==> src/rtl/smc_lite_pkg10.sv <==
// Shared types and helpers for the lite SMC read path: FSM states, memory
// width encodings and beat/lane arithmetic.
package smc_lite_pkg10;

    typedef enum logic [1:0] {
        ST_IDLE,
        ST_SETUP,
        ST_STROBE,
        ST_HOLD
    } rd_state_e;

    localparam logic [1:0] MW_8  = 2'b00;
    localparam logic [1:0] MW_16 = 2'b01;
    localparam logic [1:0] MW_32 = 2'b10;

    function automatic logic [2:0] beats_per_word(input logic [1:0] mw);
        case (mw)
            MW_8:    return 3'd4;
            MW_16:   return 3'd2;
            default: return 3'd1;
        endcase
    endfunction

    // Byte address driven to memory for a given beat of the current width.
    function automatic logic [1:0] lane_offset(input logic [1:0] mw, input logic [1:0] beat);
        case (mw)
            MW_8:    return beat;
            MW_16:   return {beat[0], 1'b0};
            default: return 2'd0;
        endcase
    endfunction

endpackage

==> src/rtl/smc_rd_pack10.sv <==
// Merges one narrow beat from the external bus into the partially assembled
// 32-bit read word (little-endian lane placement).
module smc_rd_pack10
    import smc_lite_pkg10::*;
(
    input  logic [1:0]  mw,
    input  logic [1:0]  beat,
    input  logic [31:0] data_smc10,
    input  logic [31:0] cur_word,
    output logic [31:0] next_word
);

    always_comb begin
        next_word = cur_word;
        case (mw)
            MW_8:    next_word[{beat, 3'b000} +: 8]     = data_smc10[7:0];
            MW_16:   next_word[{beat[0], 4'b0000} +: 16] = data_smc10[15:0];
            default: next_word = data_smc10;
        endcase
    end

endmodule

==> src/rtl/smc_rd_enable_lite10.sv <==
// Read strobe sequencer for the lite SMC: drives active-low OE through
// setup/strobe/hold per beat and assembles narrow beats into a 32-bit word.
module smc_rd_enable_lite10
    import smc_lite_pkg10::*;
#(
    parameter int WS_W = 4
) (
    input  logic            sys_clk10,
    input  logic            sys_reset10,
    input  logic            rd_start10,
    input  logic            rd_abort10,
    input  logic [1:0]      r_mw10,
    input  logic [1:0]      r_oe_setup10,
    input  logic [WS_W-1:0] r_rd_wait10,
    input  logic [1:0]      r_oe_hold10,
    input  logic [31:0]     data_smc10,
    output logic            smc_n_oe10,
    output logic [1:0]      smc_addr_lsb10,
    output logic [31:0]     rd_data10,
    output logic            rd_valid10,
    output logic            rd_busy10
);

    rd_state_e       state;
    logic [WS_W-1:0] cnt;
    logic [1:0]      beat;
    logic [1:0]      mw_q;
    logic [1:0]      setup_q;
    logic [WS_W-1:0] wait_q;
    logic [1:0]      hold_q;

    logic [WS_W-1:0] wait_eff;
    logic [31:0]     packed_word;
    logic            last_beat;

    // Decisions taken when a beat finishes (end of STROBE with no hold, or end of HOLD).
    rd_state_e       ab_state;
    logic [WS_W-1:0] ab_cnt;
    logic [1:0]      ab_beat;
    logic [1:0]      ab_addr;
    logic            ab_n_oe;
    logic            ab_busy;

    assign wait_eff  = (r_rd_wait10 == '0) ? WS_W'(1) : r_rd_wait10;
    assign last_beat = ({1'b0, beat} == (beats_per_word(mw_q) - 3'd1));

    smc_rd_pack10 u_pack (
        .mw         (mw_q),
        .beat       (beat),
        .data_smc10 (data_smc10),
        .cur_word   (rd_data10),
        .next_word  (packed_word)
    );

    always_comb begin
        ab_state = ST_IDLE;
        ab_cnt   = '0;
        ab_beat  = beat;
        ab_addr  = 2'd0;
        ab_n_oe  = 1'b1;
        ab_busy  = 1'b0;
        if (!last_beat) begin
            ab_beat = beat + 2'd1;
            ab_addr = lane_offset(mw_q, beat + 2'd1);
            ab_busy = 1'b1;
            if (setup_q != 2'd0) begin
                ab_state = ST_SETUP;
                ab_cnt   = WS_W'(setup_q) - 1'b1;
            end else begin
                ab_state = ST_STROBE;
                ab_cnt   = wait_q - 1'b1;
                ab_n_oe  = 1'b0;
            end
        end
    end

    always_ff @(posedge sys_clk10) begin
        if (sys_reset10) begin
            state          <= ST_IDLE;
            cnt            <= '0;
            beat           <= 2'd0;
            mw_q           <= MW_8;
            setup_q        <= 2'd0;
            wait_q         <= WS_W'(1);
            hold_q         <= 2'd0;
            smc_n_oe10     <= 1'b1;
            smc_addr_lsb10 <= 2'd0;
            rd_data10      <= 32'd0;
            rd_valid10     <= 1'b0;
            rd_busy10      <= 1'b0;
        end else begin
            rd_valid10 <= 1'b0;
            if (state == ST_IDLE) begin
                if (rd_start10) begin
                    mw_q           <= r_mw10;
                    setup_q        <= r_oe_setup10;
                    wait_q         <= wait_eff;
                    hold_q         <= r_oe_hold10;
                    beat           <= 2'd0;
                    rd_data10      <= 32'd0;
                    smc_addr_lsb10 <= 2'd0;
                    rd_busy10      <= 1'b1;
                    if (r_oe_setup10 != 2'd0) begin
                        state <= ST_SETUP;
                        cnt   <= WS_W'(r_oe_setup10) - 1'b1;
                    end else begin
                        state      <= ST_STROBE;
                        cnt        <= wait_eff - 1'b1;
                        smc_n_oe10 <= 1'b0;
                    end
                end
            end else if (rd_abort10) begin
                // Abort takes priority over any capture due this cycle.
                state          <= ST_IDLE;
                smc_n_oe10     <= 1'b1;
                smc_addr_lsb10 <= 2'd0;
                rd_busy10      <= 1'b0;
            end else begin
                case (state)
                    ST_SETUP: begin
                        if (cnt == '0) begin
                            state      <= ST_STROBE;
                            cnt        <= wait_q - 1'b1;
                            smc_n_oe10 <= 1'b0;
                        end else begin
                            cnt <= cnt - 1'b1;
                        end
                    end
                    ST_STROBE: begin
                        if (cnt == '0) begin
                            rd_data10  <= packed_word;
                            rd_valid10 <= last_beat;
                            if (hold_q != 2'd0) begin
                                state      <= ST_HOLD;
                                cnt        <= WS_W'(hold_q) - 1'b1;
                                smc_n_oe10 <= 1'b1;
                            end else begin
                                state          <= ab_state;
                                cnt            <= ab_cnt;
                                beat           <= ab_beat;
                                smc_addr_lsb10 <= ab_addr;
                                smc_n_oe10     <= ab_n_oe;
                                rd_busy10      <= ab_busy;
                            end
                        end else begin
                            cnt <= cnt - 1'b1;
                        end
                    end
                    ST_HOLD: begin
                        if (cnt == '0) begin
                            state          <= ab_state;
                            cnt            <= ab_cnt;
                            beat           <= ab_beat;
                            smc_addr_lsb10 <= ab_addr;
                            smc_n_oe10     <= ab_n_oe;
                            rd_busy10      <= ab_busy;
                        end else begin
                            cnt <= cnt - 1'b1;
                        end
                    end
                    default: state <= ST_IDLE;
                endcase
            end
        end
    end

endmodule

==> config.mk <==
export PLATFORM = sky130hd
export DESIGN_NAME = smc_rd_enable_lite10
export DESIGN_NICKNAME = d
export VERILOG_FILES = /design/src/rtl/smc_lite_pkg10.sv /design/src/rtl/smc_rd_pack10.sv /design/src/rtl/smc_rd_enable_lite10.sv
export SDC_FILE = /design/constraint.sdc
export NUM_CORES = 1
export LEC_CHECK = 0
export ABC_AREA = 1
export CAP_MARGIN = 20
export CORE_UTILIZATION = 51
export CTS_CLUSTER_DIAMETER = 150
export CTS_CLUSTER_SIZE = 14
export DETAILED_ROUTE_END_ITERATION = 16
export PLACE_DENSITY = 0.81
export RECOVER_POWER = 50
export SLEW_MARGIN = 5
export SYNTH_ARGS = -nofsm -noshare
export SYNTH_HDL_FRONTEND = slang
export SYNTH_SLANG_ARGS = --single-unit
==> constraint.sdc <==
create_clock -name sys_clk10 -period 2.5 [get_ports sys_clk10]
set_input_delay 0.375 -clock sys_clk10 [delete_from_list [all_inputs] [get_ports sys_clk10]]
set_output_delay 0.375 -clock sys_clk10 [all_outputs]
set_load 0.01 [all_outputs]
* After elaboration in Yosys (flattened, before gate mapping)
Cells that the tools add are included.
Storage, ports and cells: input port bits 46, output and inout bits 37, flip-flop bits (word level) 55
Operators by class: equal/unequal tests 15, muxes and demuxes 67, bitwise operators 2, add/sub/neg operators 10, reduce and logical (&&, ||, !) cells 21, shifts and indexed selects 4
Operator list (number):
- $mux 32 | 5
- $bwmux 32 | 2
- $pmux 32 s2 | 1
- $mux 2 | 23
- $mux 4 | 11
- $shift 16x7->32 const A | 1
- $shift 8x7->32 const A | 1
- $shiftx 16x7->32 | 1
- $shiftx 8x7->32 | 1
- $mux 1 | 17
- $ne 4x4->1 const B | 4
- $neg 5->7 | 2
- $pmux 2 s2 | 3
- $pmux 4 s3 | 1
- $reduce_and 6->1 | 2
- $sub 4x1->4 const B | 3
- $reduce_bool 2->1 | 5
- $ne 3x3->1 const B | 3
- $sub 2x1->3 const B | 3
- $logic_not 4->1 | 2
- $reduce_and 4->1 | 2
- $reduce_bool 4->1 | 2
- $pmux 2 s3 | 1
- $pmux 3 s2 | 1
- 17 further kinds | 22

* Logic depth before layout (Yosys ltp)
depth after elaboration 10, mapped depth 12

* By module
Synthesis repeated with hierarchy kept, for this count alone.
Second synthesis, totals: cell total of the unflattened synthesis 754, area total of the unflattened synthesis 4297.9 sq um
By module, submodules not included:
- smc_rd_enable_lite10 | cells each 375, times used 1, area an instance 2736.4 sq um
- smc_rd_pack10 | cells each 379, times used 1, area an instance 1561.5 sq um

* Worst setup path after synthesis
Ideal clock, no wire load.
path type reg2reg, start register beat[0], end register rd_data10[30], required time 2.441 ns, data arrival time 1.784 ns, stages on the path, launching flop included 10, path slack 0.657 ns, setup time 0.059 ns, path buffers 2, cells stage by stage dfxtp_1 buf_2 inv_2 buf_2 ha_1 inv_1 nand3b_1 o311ai_0 nand3_1 nand2_1
On the way: cells in the longest elaborated chain, start to end 8
Ends and longest elaborated chain:
- start: declaration | line smc_rd_enable_lite10.sv:26 | logic [1:0] beat;
- start signal: assignment | line smc_rd_enable_lite10.sv:140 | beat <= ab_beat;
- start signal: assignment | line smc_rd_enable_lite10.sv:153 | beat <= ab_beat;
- $neg 5->7 (on tied branches) | line smc_rd_pack10.sv:17, smc_rd_pack10.sv:16
- $shiftx 16x7->32 (tied with other cells) | line smc_rd_pack10.sv:17 | MW_16: next_word[{beat[0], 4'b0000} +: 16] = data_smc10[15:0];
- $bwmux 32 (on tied branches) | line smc_rd_pack10.sv:17, smc_rd_pack10.sv:16
- $pmux 32 s2 (*) | line smc_rd_pack10.sv:15 | case (mw)
- $mux 32 (*) | line smc_rd_enable_lite10.sv:130 | if (cnt == '0) begin
- $mux 32 (*) | line smc_rd_enable_lite10.sv:119 | case (state)
- $mux 32 (*) | line smc_rd_enable_lite10.sv:112 | end else if (rd_abort10) begin
- $mux 32 (*) | line smc_rd_enable_lite10.sv:93 | if (state == ST_IDLE) begin
- end signal: assignment | line smc_rd_enable_lite10.sv:131 | rd_data10 <= packed_word;
- end: declaration | line smc_rd_enable_lite10.sv:19 | output logic [31:0] rd_data10,
Every way passes the cells marked *; elsewhere a longest branch is shown, timed or not. The select of a mux whose other input is x is not followed. A chain may end at the register's enable or synchronous reset.

* Final worst setup path
start register state[0], end register rd_data10[4]
On the way: cells in the longest elaborated chain, start to end 3
Ends and longest elaborated chain:
- start: declaration | line smc_rd_enable_lite10.sv:24 | rd_state_e state;
- start signal: assignment | line smc_rd_enable_lite10.sv:138 | state <= ab_state;
- start signal: assignment | line smc_rd_enable_lite10.sv:151 | state <= ab_state;
- $eq 2x2->1 or $logic_not 2->1 (tied branches) | line smc_rd_enable_lite10.sv:119, smc_rd_enable_lite10.sv:93
- $reduce_bool 2->1 (no source line) (tied with other cells)
- $reduce_and 4->1 (no source line)
Several ways; a longest one is shown, not always the timed one.

==> results <==
- The run finished with clean final reports.
- The tree is rooted in a sky130_fd_sc_hd__clkbuf_8.
- The number of antenna violations at the first check in global routing is 0.
- The synthesized design contains 0 enable-type register cells.
- The max-slew violation count is 0.
- The die covers 7348 um^2.
- Registers take around 1100 um^2.
- The part of the cycle the worst path needs is 0.8588.
- Summing all multi-input logic gate instances after layout gives between 2000 and 2500 um^2.
- In this design, the stage delay of the slowest critical-path cell is about 0.42 ns.
- The share of flip-flops with an asynchronous set or reset after synthesis is 0.
- The path type of the worst setup path is register to register.
- The worst hold path class is register to register.
- The count of nets left with antenna violations once routing finished came out at 0.
- TritonCTS built the clock tree.
- After detailed routing, the total wire length is about 11 mm.
- The total routing resource utilization after global routing is 0.3058.
- The total number of H-tree levels is 2.
- The synthesized instance count is 573.
- The count of synthesis-stage warnings from yosys is 0.
- STA classifies the critical path startpoint as a register.
- The pin count of the biggest net entering global routing is 24.
- The post-synthesis net count is around 630.
- The number of endpoints failing setup at the final stage is 0.
- Summing all placed instances gives a cell area of around 4500 um^2.
- In the routed design, unresolved DRC markers number 0.
- The arrival time at the worst endpoint is ~2.4 ns.
- Across all layers, the routed design uses roughly 4200 vias.
- Measured along the y axis, the die boundary spans ~86 um.
- The via count of the first global-routing pass is around 3900.
- The most instantiated flip-flop cell in the synthesis netlist is sky130_fd_sc_hd__dfxtp_1.
- The number of buffers inserted during clock tree synthesis is 5.
- The first global-routing pass estimated around 18 mm of wire.
- By count the netlist is led by sky130_fd_sc_hd__nand2_1 (178), sky130_fd_sc_hd__dfxtp_1 (55), sky130_fd_sc_hd__inv_1 (54).
- Global routing finished with a remaining overflow of 0.
- The number of sinks handled by clock tree synthesis is 55.
- The standard cell core area is roughly 6800 um^2.
- The number of search-and-repair iterations in the first detailed-routing pass is 7.
- The die is between 80 and 90 um wide.
- The placed cell count is 740.
- The finished layout holds 748 standard cells, fillers aside.
- The signal on the critical path passes through inv_1 > ha_1 > inv_2 > nand2_2 > nor3_2 > nand2_2 > inv_2 > nand4_1 > o21ai_0.
- In this run, the number of DRC markers left after iteration 0 of detailed routing was about 420.
- For this design, the CTS-stage hold fixing added 0 buffers.
- The total setup buffers inserted after CTS is 0.
- Compared with the post-synthesis result, the final layout area differs by 28.28%.
- The post-cts sizing count is 0.
- The congestion estimate from routability-driven global placement came to around 0.96.
- The leakage power is 2.106 nW.
- The worst pin sits at a relative slew slack of 0.5678.
- At the pin with the least slew margin, the transition time is 0.6483 ns.
- The clock arrives with between 0.006 and 0.007 ns of skew.
- Static timing analysis puts the maximum clock frequency at about 470 MHz.
- The share of the synthesized area in the top cell type is 0.3080.
- The hold violation count in the final report is 0.
- By area the synthesized netlist is led by sky130_fd_sc_hd__dfxtp_1 (31%), sky130_fd_sc_hd__nand2_1 (19%), sky130_fd_sc_hd__o21ai_0 (7.4%).
- The number of distinct library cell variants in the gate-level netlist after synthesis is 34.
- The clock network latency to the later pin of the worst-skew pair is about 0.32 ns.
- The average instance in the mapped netlist occupies approximately 6.2 um^2.
- IR analysis of the VDD net gives a maximum drop of roughly 430 uV.
- Yosys instantiated no cell more often than sky130_fd_sc_hd__nand2_1.
- The share of post-route cells with drive strength above 1 is 0.05828.
- The initial utilization of the core area, before any placement, comes to 0.5262.
- For the worst setup path, the data required time is roughly 2.8 ns.
- The worst setup path is captured at a register.
- The power per standard cell area is 841.5 nW/um^2.
- Input and output buffers added on the ports amount to a little over 80.
- Among all stages on the critical path, the largest delay is contributed by sky130_fd_sc_hd__dfxtp_1.
- After filler insertion, the fill cell instance count of the layout stands at between 600 and 700.
- After clock tree synthesis, the clock-pin slew on the worst setup and hold paths is ~0.1 ns.
- For the final routed database, the setup TNS stands at 0 ns.
- The synthesized design spends more area on one cell type than any other, namely sky130_fd_sc_hd__dfxtp_1.
- Of the synthesized area, sequential elements account for 0.3080.
- The tool flagged a number of max-cap violations equal to 0.
- In the final routed layout, each cell accounts on average for 14.69 um.
- The net count of the finished layout is ~710.
- Using the TritonRoute via totals, the vias-per-cell ratio works out to ~5.6.
- Counting flops and latches in the post-synthesis netlist gives 55.
- The peak fanout along the critical path is 23.
- The number of standard-cell rows in the floorplan is 30.
- The count of pins on the block boundary is just over 80.
- The repair_antennas step left the layout with diodes totalling 0.
- The area of the mapped netlist is 3575 um^2.
- The worst-case clock buffer depth is 2.
- The smallest clock period supported by the final layout is computed as roughly 2.1 ns.
- The post-DP HPWL is between 8 and 9 mm.
- Setup repair after global routing left no endpoint under its margin.
- After routing the design area is roughly 4600 um^2.
placed cells by master (no fill, tap or decap):
| cell | count |
|---|---|
| sky130_fd_sc_hd__o21ai_1 | 4 |
| sky130_fd_sc_hd__nor2_1 | 46 |
| sky130_fd_sc_hd__dlygate4sd3_1 | 37 |
| sky130_fd_sc_hd__nand3_2 | 3 |
| sky130_fd_sc_hd__clkbuf_1 | 1 |
| sky130_fd_sc_hd__dfxtp_1 | 55 |
| sky130_fd_sc_hd__o311ai_0 | 1 |
| sky130_fd_sc_hd__nor3_2 | 2 |
| sky130_fd_sc_hd__nand4_1 | 4 |
| sky130_fd_sc_hd__a21oi_1 | 41 |
| sky130_fd_sc_hd__or2_2 | 1 |
| sky130_fd_sc_hd__o221ai_1 | 4 |
| sky130_fd_sc_hd__nand2_1 | 178 |
| sky130_fd_sc_hd__o21bai_1 | 1 |
| sky130_fd_sc_hd__clkdlybuf4s50_1 | 45 |
| sky130_fd_sc_hd__nor2_4 | 1 |
| sky130_fd_sc_hd__buf_4 | 9 |
| sky130_fd_sc_hd__o211ai_1 | 7 |
| sky130_fd_sc_hd__inv_2 | 9 |
| sky130_fd_sc_hd__bufinv_16 | 1 |
| sky130_fd_sc_hd__a31oi_1 | 1 |
| sky130_fd_sc_hd__a22oi_1 | 9 |
| sky130_fd_sc_hd__ha_1 | 12 |
| sky130_fd_sc_hd__nor3_1 | 13 |
| sky130_fd_sc_hd__nand3b_1 | 1 |
| sky130_fd_sc_hd__xor2_1 | 2 |
| sky130_fd_sc_hd__nor2_2 | 1 |
| sky130_fd_sc_hd__inv_1 | 54 |
| sky130_fd_sc_hd__o21ai_0 | 53 |
| sky130_fd_sc_hd__nand2_2 | 4 |
| sky130_fd_sc_hd__clkbuf_8 | 6 |
| sky130_fd_sc_hd__nand3_1 | 30 |
| sky130_fd_sc_hd__clkinv_2 | 1 |
| sky130_fd_sc_hd__a211oi_1 | 1 |
| sky130_fd_sc_hd__o22ai_1 | 14 |
routing by layer:
metal | GRT usage | wire length, um | part of all wire
met1 | 0.4233 | 4825 | 0.44
met2 | 0.4982 | 5048 | 0.46
met3 | 0.04235 | 976 | 0.089
met4 | 0.08636 | 140 | 0.013
met5 | 0 | 0 | 0
cell type report:
cell class / count / share of cell area
multi-input cells: 434 / 0.4619
flip-flops and latches: 55 / 0.2401
repair buffers: 92 / 0.1945
inverters: 63 / 0.05157
well taps: 96 / 0.02619
clock buffers: 6 / 0.01801
clock inverters: 2 / 0.007640
report_power, final:
part           switching [mW]  internal [mW]  leakage, nW
logic                    1.42          0.692         1.60
clock network           0.311          0.325       0.0612
registers               0.105           1.00        0.448
path summary, 6_finish.rpt:
kind / start / endpoint / slack (ns) / cells after the start
worst max register to register: state[0]$_SDFFE_PP0P_ / rd_data10[4]$_SDFFE_PP0P_ / 0.35 / 9
worst min register to register: rd_data10[9]$_SDFFE_PP0P_ / rd_data10[9]$_SDFFE_PP0P_ / 0.45 / 2
worst max-delay path: state[0]$_SDFFE_PP0P_ / rd_data10[4]$_SDFFE_PP0P_ / 0.35 / 9
worst min-delay path: rd_data10[9]$_SDFFE_PP0P_ / rd_data10[9]$_SDFFE_PP0P_ / 0.45 / 2
registers in the layout (all words and copies together) (netlist names):
name and flops:
rd_data10 32, mw_q 2, wait_q 4, cnt 4, smc_n_oe10 1, rd_valid10 1
hold_q 2, state 2, smc_addr_lsb10 2, rd_busy10 1, setup_q 2, beat 2
per-stage QoR:
stage / utilization / setup WS (ns) / hold WS, ns / power, mW
floorplan: - / 0.6571 / 0.4362 / 2.598
detailed placement: 0.6582 / 0.3746 / 0.4327 / 3.194
finish: 0.6750 / 0.3531 / 0.4475 / 3.859
CTS: 0.6755 / 0.3907 / 0.4531 / 3.821
global placement: 0.6582 / 0.4115 / 0.4302 / 3.144
global route: 0.6750 / 0.1642 / 0.4635 / 4.141
cells by family after synthesis:
kind of cell	Yosys count	synth area share
adder cells (fa/ha/maj)	12	0.04200
AND/OR/NAND/NOR	284	0.3322
AO/OA/AOI/OAI	136	0.2135
flip-flops	55	0.3080
XOR/XNOR	2	0.004901
buffers and inverters	84	0.09940
worst max-delay path, delay by kind of cell (launching register included):
kind / cells / cell delay (ns)
simple gates: 4 / 0.64
compound gates: 1 / 0.09
fa+ha+maj: 1 / 0.36
buf+inv: 3 / 0.57
flops: 1 / 0.42
(Power assumes the default switching activity.)
